--- src/rtl/spike_fb_pkg.sv ---
// spike_fb_pkg -- shared types and helpers for the spike framebuffer scan path.
// Rev 1.0
`default_nettype none

package spike_fb_pkg;

  typedef enum logic [1:0] {
    IDLE  = 2'd0,
    SCAN  = 2'd1,
    DRAIN = 2'd2,
    DONE  = 2'd3
  } scan_state_t;

  function automatic int unsigned clamp_count(int unsigned req, int unsigned limit);
    return (req > limit) ? limit : req;
  endfunction

endpackage

`default_nettype wire

--- src/rtl/spike_pending_map.sv ---
// spike_pending_map -- per-neuron pending-spike bitmap with set and sample-and-clear ports.
// Rev 1.0
`default_nettype none

module spike_pending_map
  import spike_fb_pkg::*;
#(
  parameter int N_NEURONS = 256,
  parameter int IDX_W     = 8
) (
  input  logic             clk,
  input  logic             rst,
  input  logic             set_valid,
  input  logic [IDX_W-1:0] set_idx,
  input  logic             clr_en,
  input  logic [IDX_W-1:0] clr_idx,
  output logic             clr_bit
);

  logic [N_NEURONS-1:0] bits;
  logic [N_NEURONS-1:0] set_mask;
  logic [N_NEURONS-1:0] clr_mask;
  logic                 set_ok;

  generate
    if (N_NEURONS == (1 << IDX_W)) begin : g_full_range
      assign set_ok = 1'b1;
    end else begin : g_part_range
      assign set_ok = {1'b0, set_idx} < (IDX_W+1)'(N_NEURONS);
    end
  endgenerate

  always_comb begin
    set_mask = '0;
    clr_mask = '0;
    clr_bit  = 1'b0;
    for (int k = 0; k < N_NEURONS; k++) begin
      if (set_idx == IDX_W'(k)) set_mask[k] = set_valid & set_ok;
      if (clr_idx == IDX_W'(k)) begin
        clr_mask[k] = clr_en;
        clr_bit     = bits[k];
      end
    end
  end

  // Set is applied after clear so a same-cycle spike survives the scan.
  always_ff @(posedge clk) begin
    if (rst) bits <= '0;
    else     bits <= (bits & ~clr_mask) | set_mask;
  end

endmodule

`default_nettype wire

--- src/rtl/spike_fb_scan_ctrl.sv ---
// spike_fb_scan_ctrl -- frame-scan scheduler merging membrane voltages with pending spikes.
// Rev 1.0
`default_nettype none

module spike_fb_scan_ctrl
  import spike_fb_pkg::*;
#(
  parameter int WIDTH             = 32,
  parameter int NEURON_ADDR_WIDTH = 8,
  parameter int N_NEURONS         = 256
) (
  input  logic                         clk,
  input  logic                         rst,
  input  logic                         frame_start,
  input  logic [NEURON_ADDR_WIDTH:0]   n_active,
  input  logic                         spike_in_valid,
  input  logic [NEURON_ADDR_WIDTH-1:0] spike_in_idx,
  output logic                         vmem_rd_en,
  output logic [NEURON_ADDR_WIDTH-1:0] vmem_rd_addr,
  input  logic [WIDTH-1:0]             vmem_rd_data,
  output logic                         px_valid,
  output logic                         px_spike,
  output logic [NEURON_ADDR_WIDTH-1:0] px_idx,
  output logic [WIDTH-1:0]             px_v,
  output logic                         busy,
  output logic                         frame_done,
  output logic                         overrun
);

  localparam int CNT_W = NEURON_ADDR_WIDTH + 1;

  scan_state_t                  state, state_nxt;
  logic [NEURON_ADDR_WIDTH-1:0] cnt;
  logic [CNT_W-1:0]             n_lat;
  logic [CNT_W-1:0]             n_req;
  logic                         last_addr;
  logic                         pend_bit;
  logic                         accept;
  logic                         s1_valid;
  logic                         s1_pend;
  logic [NEURON_ADDR_WIDTH-1:0] s1_idx;

  assign n_req     = CNT_W'(clamp_count(32'(n_active), N_NEURONS));
  assign last_addr = ({1'b0, cnt} == n_lat - 1'b1);
  assign accept    = frame_start && (state == IDLE);
  assign vmem_rd_addr = cnt;

  spike_pending_map #(
    .N_NEURONS (N_NEURONS),
    .IDX_W     (NEURON_ADDR_WIDTH)
  ) u_pending (
    .clk       (clk),
    .rst       (rst),
    .set_valid (spike_in_valid),
    .set_idx   (spike_in_idx),
    .clr_en    (vmem_rd_en),
    .clr_idx   (cnt),
    .clr_bit   (pend_bit)
  );

  always_ff @(posedge clk) begin
    if (rst) state <= IDLE;
    else     state <= state_nxt;
  end

  always_comb begin
    state_nxt  = state;
    vmem_rd_en = 1'b0;
    busy       = 1'b1;
    frame_done = 1'b0;
    unique case (state)
      IDLE: begin
        busy = 1'b0;
        if (frame_start) state_nxt = (n_req == '0) ? DONE : SCAN;
      end
      SCAN: begin
        vmem_rd_en = 1'b1;
        if (last_addr) state_nxt = DRAIN;
      end
      // Last pixel is on the output once the read stage has emptied.
      DRAIN: if (!s1_valid && px_valid) state_nxt = DONE;
      DONE: begin
        frame_done = 1'b1;
        state_nxt  = IDLE;
      end
      default: state_nxt = IDLE;
    endcase
  end

  always_ff @(posedge clk) begin
    if (rst) begin
      cnt      <= '0;
      n_lat    <= '0;
      overrun  <= 1'b0;
      s1_valid <= 1'b0;
      s1_pend  <= 1'b0;
      s1_idx   <= '0;
      px_valid <= 1'b0;
      px_spike <= 1'b0;
      px_idx   <= '0;
      px_v     <= '0;
    end else begin
      if (accept) begin
        n_lat <= n_req;
        cnt   <= '0;
      end else if (vmem_rd_en) begin
        cnt <= last_addr ? '0 : cnt + 1'b1;
      end
      if (frame_start && state != IDLE) overrun <= 1'b1;
      s1_valid <= vmem_rd_en;
      s1_pend  <= vmem_rd_en & pend_bit;
      s1_idx   <= cnt;
      px_valid <= s1_valid;
      px_spike <= s1_valid & s1_pend;
      if (s1_valid) begin
        px_idx <= s1_idx;
        px_v   <= vmem_rd_data;
      end
    end
  end

endmodule

`default_nettype wire

--- config.mk ---
export PLATFORM = sky130hd
export DESIGN_NAME = spike_fb_scan_ctrl
export DESIGN_NICKNAME = d
export VERILOG_FILES = /design/src/rtl/spike_fb_pkg.sv /design/src/rtl/spike_pending_map.sv /design/src/rtl/spike_fb_scan_ctrl.sv
export SDC_FILE = /design/constraint.sdc
export NUM_CORES = 1
export LEC_CHECK = 0
export ABC_CLOCK_PERIOD_IN_PS = 5100
export BUFFER_PORTS_ARGS = -buffer_cell sky130_fd_sc_hd__buf_4
export CAP_MARGIN = 5
export CORE_UTILIZATION = 37
export CTS_CLUSTER_SIZE = 10
export DETAILED_ROUTE_END_ITERATION = 6
export GPL_ROUTABILITY_DRIVEN = 0
export MAX_ROUTING_LAYER = met4
export SLEW_MARGIN = 0
export SYNTH_ARGS = -nofsm -noshare
export SYNTH_HDL_FRONTEND = slang
export SYNTH_SLANG_ARGS = --single-unit
--- constraint.sdc ---
create_clock -name clk -period 5.1 [get_ports clk]
set_input_delay 0.255 -clock clk [delete_from_list [all_inputs] [get_ports clk]]
set_output_delay 0.255 -clock clk [all_outputs]
set_load 0.005 [all_outputs]
Word-level counts from Yosys, hierarchy flattened. Index checks and enable logic that the tools add are counted.

Bits of input ports: 53. Flip-flop bits (word level): 328. Logic and storage cells: 1326. Output and inout bits: 54.

Bitwise logic cells: 5. Reductions and logical operators: 11. Eq/ne operators: 517. Order comparisons: 1. Add/sub/neg operators: 2. Multiplexer cells: 778.

Operators with widths (number): 8-bit equality test (second input constant) (256); 8-bit by 7-bit equality test with 1-bit output (second input constant) (128); 1-bit two-way mux (771); 8-bit by 6-bit equality test with 1-bit output (second input constant) (64); 256-bit AND (1); 8-bit by 5-bit equality test with 1-bit output (second input constant) (32); 256-bit inverter (1); 256-bit OR (1); 8-bit by 4-bit equality test with 1-bit output (second input constant) (16); 8-bit by 3-bit equality test with 1-bit output (second input constant) (8); 8-bit by 2-bit equality test with 1-bit output (second input constant) (4); 8-bit by 1-bit equality test with 1-bit output (second input constant) (2); 8-bit zero test (2); 8-bit by 9-bit equality test with 1-bit output (1); 9-bit > comparator (second input constant) (1); 9-bit zero test (1); 9-bit two-way mux (1); 9-bit by 1-bit subtractor with 9-bit output (second input constant) (1); 8-bit by 1-bit adder with 8-bit output (second input constant) (1); 2-bit two-way mux (4); 8-bit two-way mux (1); 2-bit one-hot mux with 4 select lines (1); 2-bit inequality test (second input constant) (3); 2-bit equality test (second input constant) (2); other kinds (8) (11).

Logic depth before layout (Yosys ltp). Gate-level depths: netlist of the first run.

Depth in word-level cells: 258. Depth in mapped cells: 15. Gate-level depth less buffers: 11.

Hierarchy. Synthesis of the first run repeated with hierarchy kept, for this count alone.

Cells, all modules: 2119. Area total of the unflattened synthesis: 16473.3 sq um.

Modules (own cells, without submodules): spike_pending_map (seq. area each 5124.9 sq um, cells each 1825, instances 1, area each 13603.0 sq um); spike_fb_scan_ctrl (seq. area each 1441.4 sq um, cells each 294, instances 1, area each 2870.3 sq um).

Worst setup path before layout of the first run. No wires, ideal clock.

Path kind: reg-to-reg. Start: register cnt[0] (netlist: vmem_rd_addr[0]). End: register s1_pend. Buffers on the path: 5. Data required time: 4.966 ns. Path slack: 2.373 ns. Arrival: 2.593 ns. Stages on the path, launching flop included: 16. Setup time: 0.134 ns. Clock period less this slack: 2.727 ns. Cell sequence: dfxtp_1 -> inv_1 -> ha_1 -> buf_2 -> buf_6 -> buf_4 -> buf_2 -> buf_2 -> a21oi_1 -> nor4_1 -> a311oi_1 -> o21ai_1 -> nor4_1 -> o2111ai_1 -> o2111ai_1 -> nand3_1.

Cells in the longest elaborated chain, start to end: 258. Elaborated cells between the ends (all ways): 513. Those cells by class: eq/ne: 255; mux: 256; bitwise: 1; reduce/logical: 1.

Ends and longest elaborated chain: start: declaration (line spike_fb_scan_ctrl.sv:33) `logic [NEURON_ADDR_WIDTH-1:0] cnt;`; start signal: assignment (line spike_fb_scan_ctrl.sv:107) `cnt <= last_addr ? '0 : cnt + 1'b1;`; 8-bit zero test (line spike_pending_map.sv:39) `if (clr_idx == IDX_W'(k)) begin`; 1-bit two-way mux (255 in series) (line spike_pending_map.sv:39); 1-bit two-way mux * (line spike_pending_map.sv:39); 1-bit AND * (line spike_fb_scan_ctrl.sv:111) `s1_pend <= vmem_rd_en & pend_bit;`; end signal: assignment (line spike_fb_scan_ctrl.sv:111); end: declaration (line spike_fb_scan_ctrl.sv:40) `logic s1_pend;`.

Mark *: on every way between the ends. The rest lies on a longest branch, timed or not. A chain may end at the register's enable or synchronous reset.

Final worst setup path of the first run.
Start: register cnt[1] (netlist: vmem_rd_addr[1]). End: register s1_pend.

Same word-level chain as after synthesis.

==> impl_metrics.toml, run 1 <==
[setup_path]
crit_arrival_ns = 4.92
crit_required_ns = 5.62
cp-start-kind = "flop"
crit_type = "reg2reg"
crit_path_max_fanout = 32
worstSetupEndpointType = "flop"

[flow_run]
maxCapViolations = 0

[clocking]
clk_pin_slew_ns = 0.06
postCtsSetupBuffers = 0
ctsResizeCount = 0
postCtsHoldBufs = 39
cts_tree = "done"
cts_sinks = 328
numCtsBuffers = 40
cts_root_buf = "clkbuf_16"
clock_latency_ns = 0.58
clock_path_buffers = 3
htreeDepth = 2

[routing]
post-route-drc-count = 0
ant_nets = 0
post_drt_wl_per_cell_um = 26.2
vias_per_cell = 6.42
first_pass_iters = 7
routed_wirelength_um = 75000
drt-initial-drc-count = 2975
vias = 18390

[synthesis]
ys_warn_count = 0
syn_inst = 2185
syn-num-nets = 2247
async_reset_ff_frac = 0
avgSynthCellArea_um2 = 7.56
synth_edf_count = 0
ys_seq_area_frac = 0.398
synth_cell_types = 81
syn_area_mm2 = 0.0165
ys.flop_type = "dfxtp_1"
yosys_register_bits = 328

[global_routing]
overflow = 0
grt_pass1_vias = 16950
antenna_found_initial = 4
grt_max_degree = 191
grt_pass1_wl_um = 109000
grt_util_all_layers = 0.332

[finish]
fin_nets = 2315
syn_to_final_growth_pct = 17.2
drive_gt1_frac = 0.120
nFillCells = 4488

[power]
powerDensity_mw_per_mm2 = 336
power_mw = 6.51
vdd_ir_drop_max_v = 0.000219
p_leak_nw = 6.46

[sta]
slew_headroom = 0.137
period_share = 0.864
hold_viol = 0
setup_tns_ns = 0
finClkSkew_ns = 0.0130
drv_slew = 0
finalWorstSetupSlack_ns = 0.694
finalSetupViolations = 0
period_needed_ns = 4.41
worst_slew_pin_slew_ns = 1.26
rsz0062_at_grt = "no"
fmax_mhz = 227

[die]
die-height_um = 213
io-pin-count = 107
num_rows = 77
core_area_mm2 = 0.0441
dieArea_mm2 = 0.0455
initial_core_util = 0.374
dieWidth_um = 213

[run_status]
status = "finished, final reports clean"

[worst_hold_path]
hold_path.class = "in2reg"

[placed_design]
dpl.hpwl_um = 47200
io_buffers = 106
preCtsSetupSlack_ns = 1.06
==> area by class of cell <==
class | instances | area, um2 | area share
Timing Repair Buffer | 211 | 1700 | 0.0879
Clock inverter | 4 | 52.6 | 0.00271
Multi-Input combinational cell | 1643 | 9060 | 0.468
Inverter | 29 | 109 | 0.00562
Sequential cell | 328 | 6570 | 0.339
Antenna cell | 6 | 15.0 | 0.000776
Tap cell | 592 | 741 | 0.0383
Clock buffer | 52 | 1110 | 0.0572
==> cell families (layout without fill, tap and decap cells) <==
kind of cell | count (synthesis) | after routing | synth area share
compound gates | 855 | 855 | 0.297
xor+xnor | 18 | 18 | 0.00955
fa+ha+maj | 9 | 9 | 0.00682
buf+inv | 214 | 296 | 0.0581
flops | 328 | 328 | 0.398
mux | 41 | 41 | 0.0249
other cells | 0 | 6 | 0
simple gates | 720 | 720 | 0.206
==> placed cells by master (no fill, tap or decap), types with 20 or more instances in the layout <==
cell type      count
dfxtp_1          325
inv_1             29
buf_4            170
a31oi_1           20
o21ai_0          311
dlygate4sd3_1     39
nand2b_1          28
clkbuf_16         41
nand3_1           34
nand2_1          358
nor2b_1           33
nor2_1           125
a211oi_1          22
nor3_1            26
a21oi_1          347
mux2i_1           41
==> registers in the layout, summed over array words and instances (netlist names) <==
name / cells
u_pending.bits: 256
px_v: 32
n_lat: 9
px_idx: 8
s1_idx: 8
vmem_rd_addr: 8
state: 2
overrun: 1
px_spike: 1
px_valid: 1
s1_pend: 1
s1_valid: 1
==> synth_stat cells (6+ instances only) <==
| library cell | count | share of area |
|---|---|---|
| a211oi_1 | 22 | 0.010 |
| a21oi_1 | 347 | 0.11 |
| a221o_1 | 7 | 0.0042 |
| a221oi_1 | 18 | 0.0095 |
| a22oi_1 | 7 | 0.0032 |
| a31oi_1 | 20 | 0.0076 |
| and3_1 | 8 | 0.0030 |
| and3b_1 | 8 | 0.0042 |
| buf_1 | 9 | 0.0020 |
| buf_2 | 43 | 0.013 |
| buf_4 | 7 | 0.0032 |
| buf_6 | 8 | 0.0055 |
| clkbuf_1 | 117 | 0.027 |
| dfxtp_1 | 328 | 0.40 |
| ha_1 | 9 | 0.0068 |
| inv_1 | 29 | 0.0066 |
| mux2i_1 | 41 | 0.025 |
| nand2_1 | 358 | 0.081 |
| nand2b_1 | 28 | 0.011 |
| nand3_1 | 34 | 0.010 |
| nand3b_1 | 19 | 0.0086 |
| nand4_1 | 9 | 0.0034 |
| nor2_1 | 126 | 0.029 |
| nor2b_1 | 33 | 0.013 |
| nor3_1 | 35 | 0.011 |
| nor3b_1 | 7 | 0.0032 |
| nor4_1 | 10 | 0.0038 |
| o211ai_1 | 11 | 0.0050 |
| o21a_1 | 6 | 0.0027 |
| o21ai_0 | 311 | 0.094 |
| o221ai_1 | 10 | 0.0053 |
| o22ai_1 | 11 | 0.0042 |
| o31a_1 | 6 | 0.0032 |
| o31ai_1 | 6 | 0.0027 |
| or3_1 | 8 | 0.0030 |
| xnor2_1 | 10 | 0.0053 |
| xor2_1 | 8 | 0.0042 |
==> metrics by stage <==
| stage | cell area, um2 | util | hold WS (ns) | instances |
|---|---|---|---|---|
| after floorplan | 16500 | - | 0.364 | 2185 |
| final | 19400 | 0.439 | 0.0575 | 2865 |
| after global routing | 19300 | 0.438 | 0.0738 | 2861 |
| after global placement | 17800 | 0.403 | 0.448 | 2764 |
| after CTS | 19300 | 0.438 | 0.0482 | 2859 |
| after detailed placement | 17800 | 0.403 | 0.456 | 2764 |
==> power by group <==
part	total, mW	internal [mW]	switching [mW]	leakage, nW
Clock	2.68	1.55	1.12	0.569
Combinational	1.16	0.406	0.750	3.24
Sequential	2.67	2.63	0.0472	2.65
==> per-layer routing <==
metal / vias to the layer above / part of all wire / global-route usage
li1: 7894 / - / -
met1: 8648 / 0.38 / 0.418
met2: 1425 / 0.42 / 0.472
met3: 423 / 0.13 / 0.0874
met4: 0 / 0.071 / 0.206
met5: - / 0 / -
==> path summary, 6_finish.rpt <==
kind                            slack, ns                  end  depth (start not counted)             from
worst max-delay path                 0.69              s1_pend                          9  vmem_rd_addr[1]
worst min-delay path                 0.06  u_pending.bits[240]                          4  spike_in_idx[1]
worst max register to register       0.69              s1_pend                          9  vmem_rd_addr[1]
worst min register to register       0.46            px_idx[2]                          2        s1_idx[2]
==> critical path, stage by stage, from the launching register on <==
cell	delay, ns
dfxtp_1	0.51
ha_2	0.77
and3b_1	0.86
a222oi_1	0.26
a21oi_1	0.27
o31a_1	0.18
a211oi_1	0.08
a2111oi_0	1.00
o2111ai_1	0.25
nand3_1	0.15
Power figures use the tool's default switching activity.
==> inputs of run 2 (changes only) <==
--- a/config.mk
+++ b/config.mk
@@ -13,6 +13,7 @@
 export DETAILED_ROUTE_END_ITERATION = 6
 export GPL_ROUTABILITY_DRIVEN = 0
 export MAX_ROUTING_LAYER = met4
+export RECOVER_POWER = 25
 export SLEW_MARGIN = 0
 export SYNTH_ARGS = -nofsm -noshare
 export SYNTH_HDL_FRONTEND = slang
==> impl_metrics.toml, run 2 (synthesis results as in run 1) <==
[setup_path]
crit_path_max_fanout = 23
crit_arrival_ns = 4.90
r2r_setup_slack_ns = 0.73
worstSetupEndpointType = "flop"
cp_common_cell = "nand3_1"
r2r-end = "s1_pend"
crit-reg2reg-launch = "vmem_rd_addr[1]"
crit_required_ns = 5.62
cp-start-kind = "flop"
crit_type = "reg2reg"
reg2reg_depth = 11
critPathMaxStageDelay_ns = 0.94
path_cells = "inv_1, ha_2, nor2b_1, a221oi_1, or4_1, nand3_1, a311o_1, a211oi_1, a2111oi_0, o2111ai_1, nand3_1"
critPathSlowestCell = "a2111oi_0"

[sta]
finClkSkew_ns = 0.0192
setup_tns_ns = 0
hold_viol = 0
slew_headroom = -0.985
finalSetupViolations = 0
rsz0062_at_grt = "no"
period_share = 0.858
worst_slew_pin_slew_ns = 2.98
period_needed_ns = 4.37
drv_slew = 43
fmax_mhz = 229

[placed_design]
dpl.hpwl_um = 47200
io_buffers = 106

[finish]
top_register = "u_pending.bits"
drive_gt1_frac = 0.114
reg_top3 = "u_pending.bits: 256 flops, px_v: 32 flops, n_lat: 9 flops"
fin_nets = 2315
final_util = 0.437
most-common-layout-cells = "nand2_1 (358), a21oi_1 (347), dfxtp_1 (325)"
syn_to_final_growth_pct = 16.9
largest_reg_flops = 256
layout_commonest_cell = "nand2_1"

[routing]
first_pass_iters = 7
post-route-drc-count = 5
ant_nets = 0
post_drt_wl_per_cell_um = 26.1
vias_per_cell = 6.43
routed_wirelength_um = 74800
drt-initial-drc-count = 2907
vias = 18416

[worst_hold_path]
hold_path.class = "in2reg"
min_from = "spike_in_idx[0]"
hold_end = "u_pending.bits[251]"
hold_path_depth = 3

[global_routing]
grt_pass1_wl_um = 109000
grt_pass1_vias = 16950
grt_max_degree = 191
overflow = 0
grt_util_all_layers = 0.332
antenna_found_initial = 4

[die]
die-height_um = 213
io-pin-count = 107
num_rows = 77
dieWidth_um = 213
initial_core_util = 0.374
core_area_mm2 = 0.0441
dieArea_mm2 = 0.0455

[run_status]
violations = "design-rule violations, max-capacitance violations, max-slew violations"
status = "complete, but fails checks"

[flow_run]
maxCapViolations = 1

[clocking]
cts_tree = "done"
htreeDepth = 2
numCtsBuffers = 40
ctsResizeCount = 0
clock_latency_ns = 0.58
clk_pin_slew_ns = 0.06
postCtsSetupBuffers = 0
clock_path_buffers = 3
cts_sinks = 328
cts_root_buf = "clkbuf_16"

[power]
powerDensity_mw_per_mm2 = 337
p_leak_nw = 6.38
vdd_ir_drop_max_v = 0.000218
[run 2: cell types whose count changed in the layout (fill, tap and decap cells not counted)]
cell / change
buf_4: -48
clkbuf_4: +35
clkbuf_1: +13
diode_2: -3
and2_0: +1
and2_1: -1
[run 2: area by class of cell]
cell class,count,area (um2)
fill,4501,24800
sequential,328,6570
tap,592,741
clock inverter,4,52.6
multi-input combinational,1643,9060
antenna,3,7.51
timing repair buffer,211,1650
clock buffer,52,1110
inverter,29,109
[run 2: what timing repair did]
item | in CTS | in global routing
endpoints found under the setup margin | 0 | 0
endpoints found under the hold margin | 39 | 0
hold buffers | 39 | 0
[run 2: layer usage]
| metal | track usage | vias up | routed length, um |
|---|---|---|---|
| met5 | - | - | 0 |
| met4 | 0.206 | 0 | 5420 |
| met3 | 0.0874 | 415 | 9460 |
| met2 | 0.472 | 1450 | 31500 |
| met1 | 0.418 | 8654 | 28400 |
| li1 | - | 7897 | - |
[run 2: worst max-delay path: cells and delay by family (launching register included)]
kind            cells  cell delay, ns
buf+inv             1            0.16
fa+ha+maj           1            0.52
simple gates        4            1.66
flops               1            0.40
compound gates      5            1.56
[run 2: where the power goes]
part	switching, mW	internal (mW)	leakage [nW]	total [mW]
Clock	1.12	1.55	0.569	2.68
Sequential	0.0463	2.63	2.65	2.67
Combinational	0.744	0.414	3.17	1.16
[run 2: metrics by stage]
| stage | power [mW] | instance area [um2] | hold WS, ns | std cells | setup slack, ns |
|---|---|---|---|---|---|
| 3_5_place_dp | 3.81 | 17800 | 0.456 | 2764 | 1.06 |
| 2_1_floorplan | 3.41 | 16500 | 0.364 | 2185 | 2.37 |
| 3_3_place_gp | 3.79 | 17800 | 0.448 | 2764 | 1.18 |
| 6_report | 6.51 | 19300 | 0.0504 | 2862 | 0.726 |
| 5_1_grt | 6.70 | 19300 | 0.0738 | 2861 | 0.818 |
| 4_1_cts | 6.46 | 19300 | 0.0482 | 2859 | 0.999 |
[run 2: worst max-delay path by stage]
stage / start / endpoint / slack [ns] / depth (start not counted)
2_1_floorplan: vmem_rd_addr[0] / s1_pend / 2.37 / 15
3_3_place_gp: vmem_rd_addr[0] / s1_pend / 1.18 / 9
3_5_place_dp: vmem_rd_addr[1] / s1_pend / 1.06 / 12
4_1_cts: vmem_rd_addr[1] / s1_pend / 1.0 / 9
5_1_grt: vmem_rd_addr[1] / s1_pend / 0.82 / 9
6_report: vmem_rd_addr[1] / s1_pend / 0.73 / 11
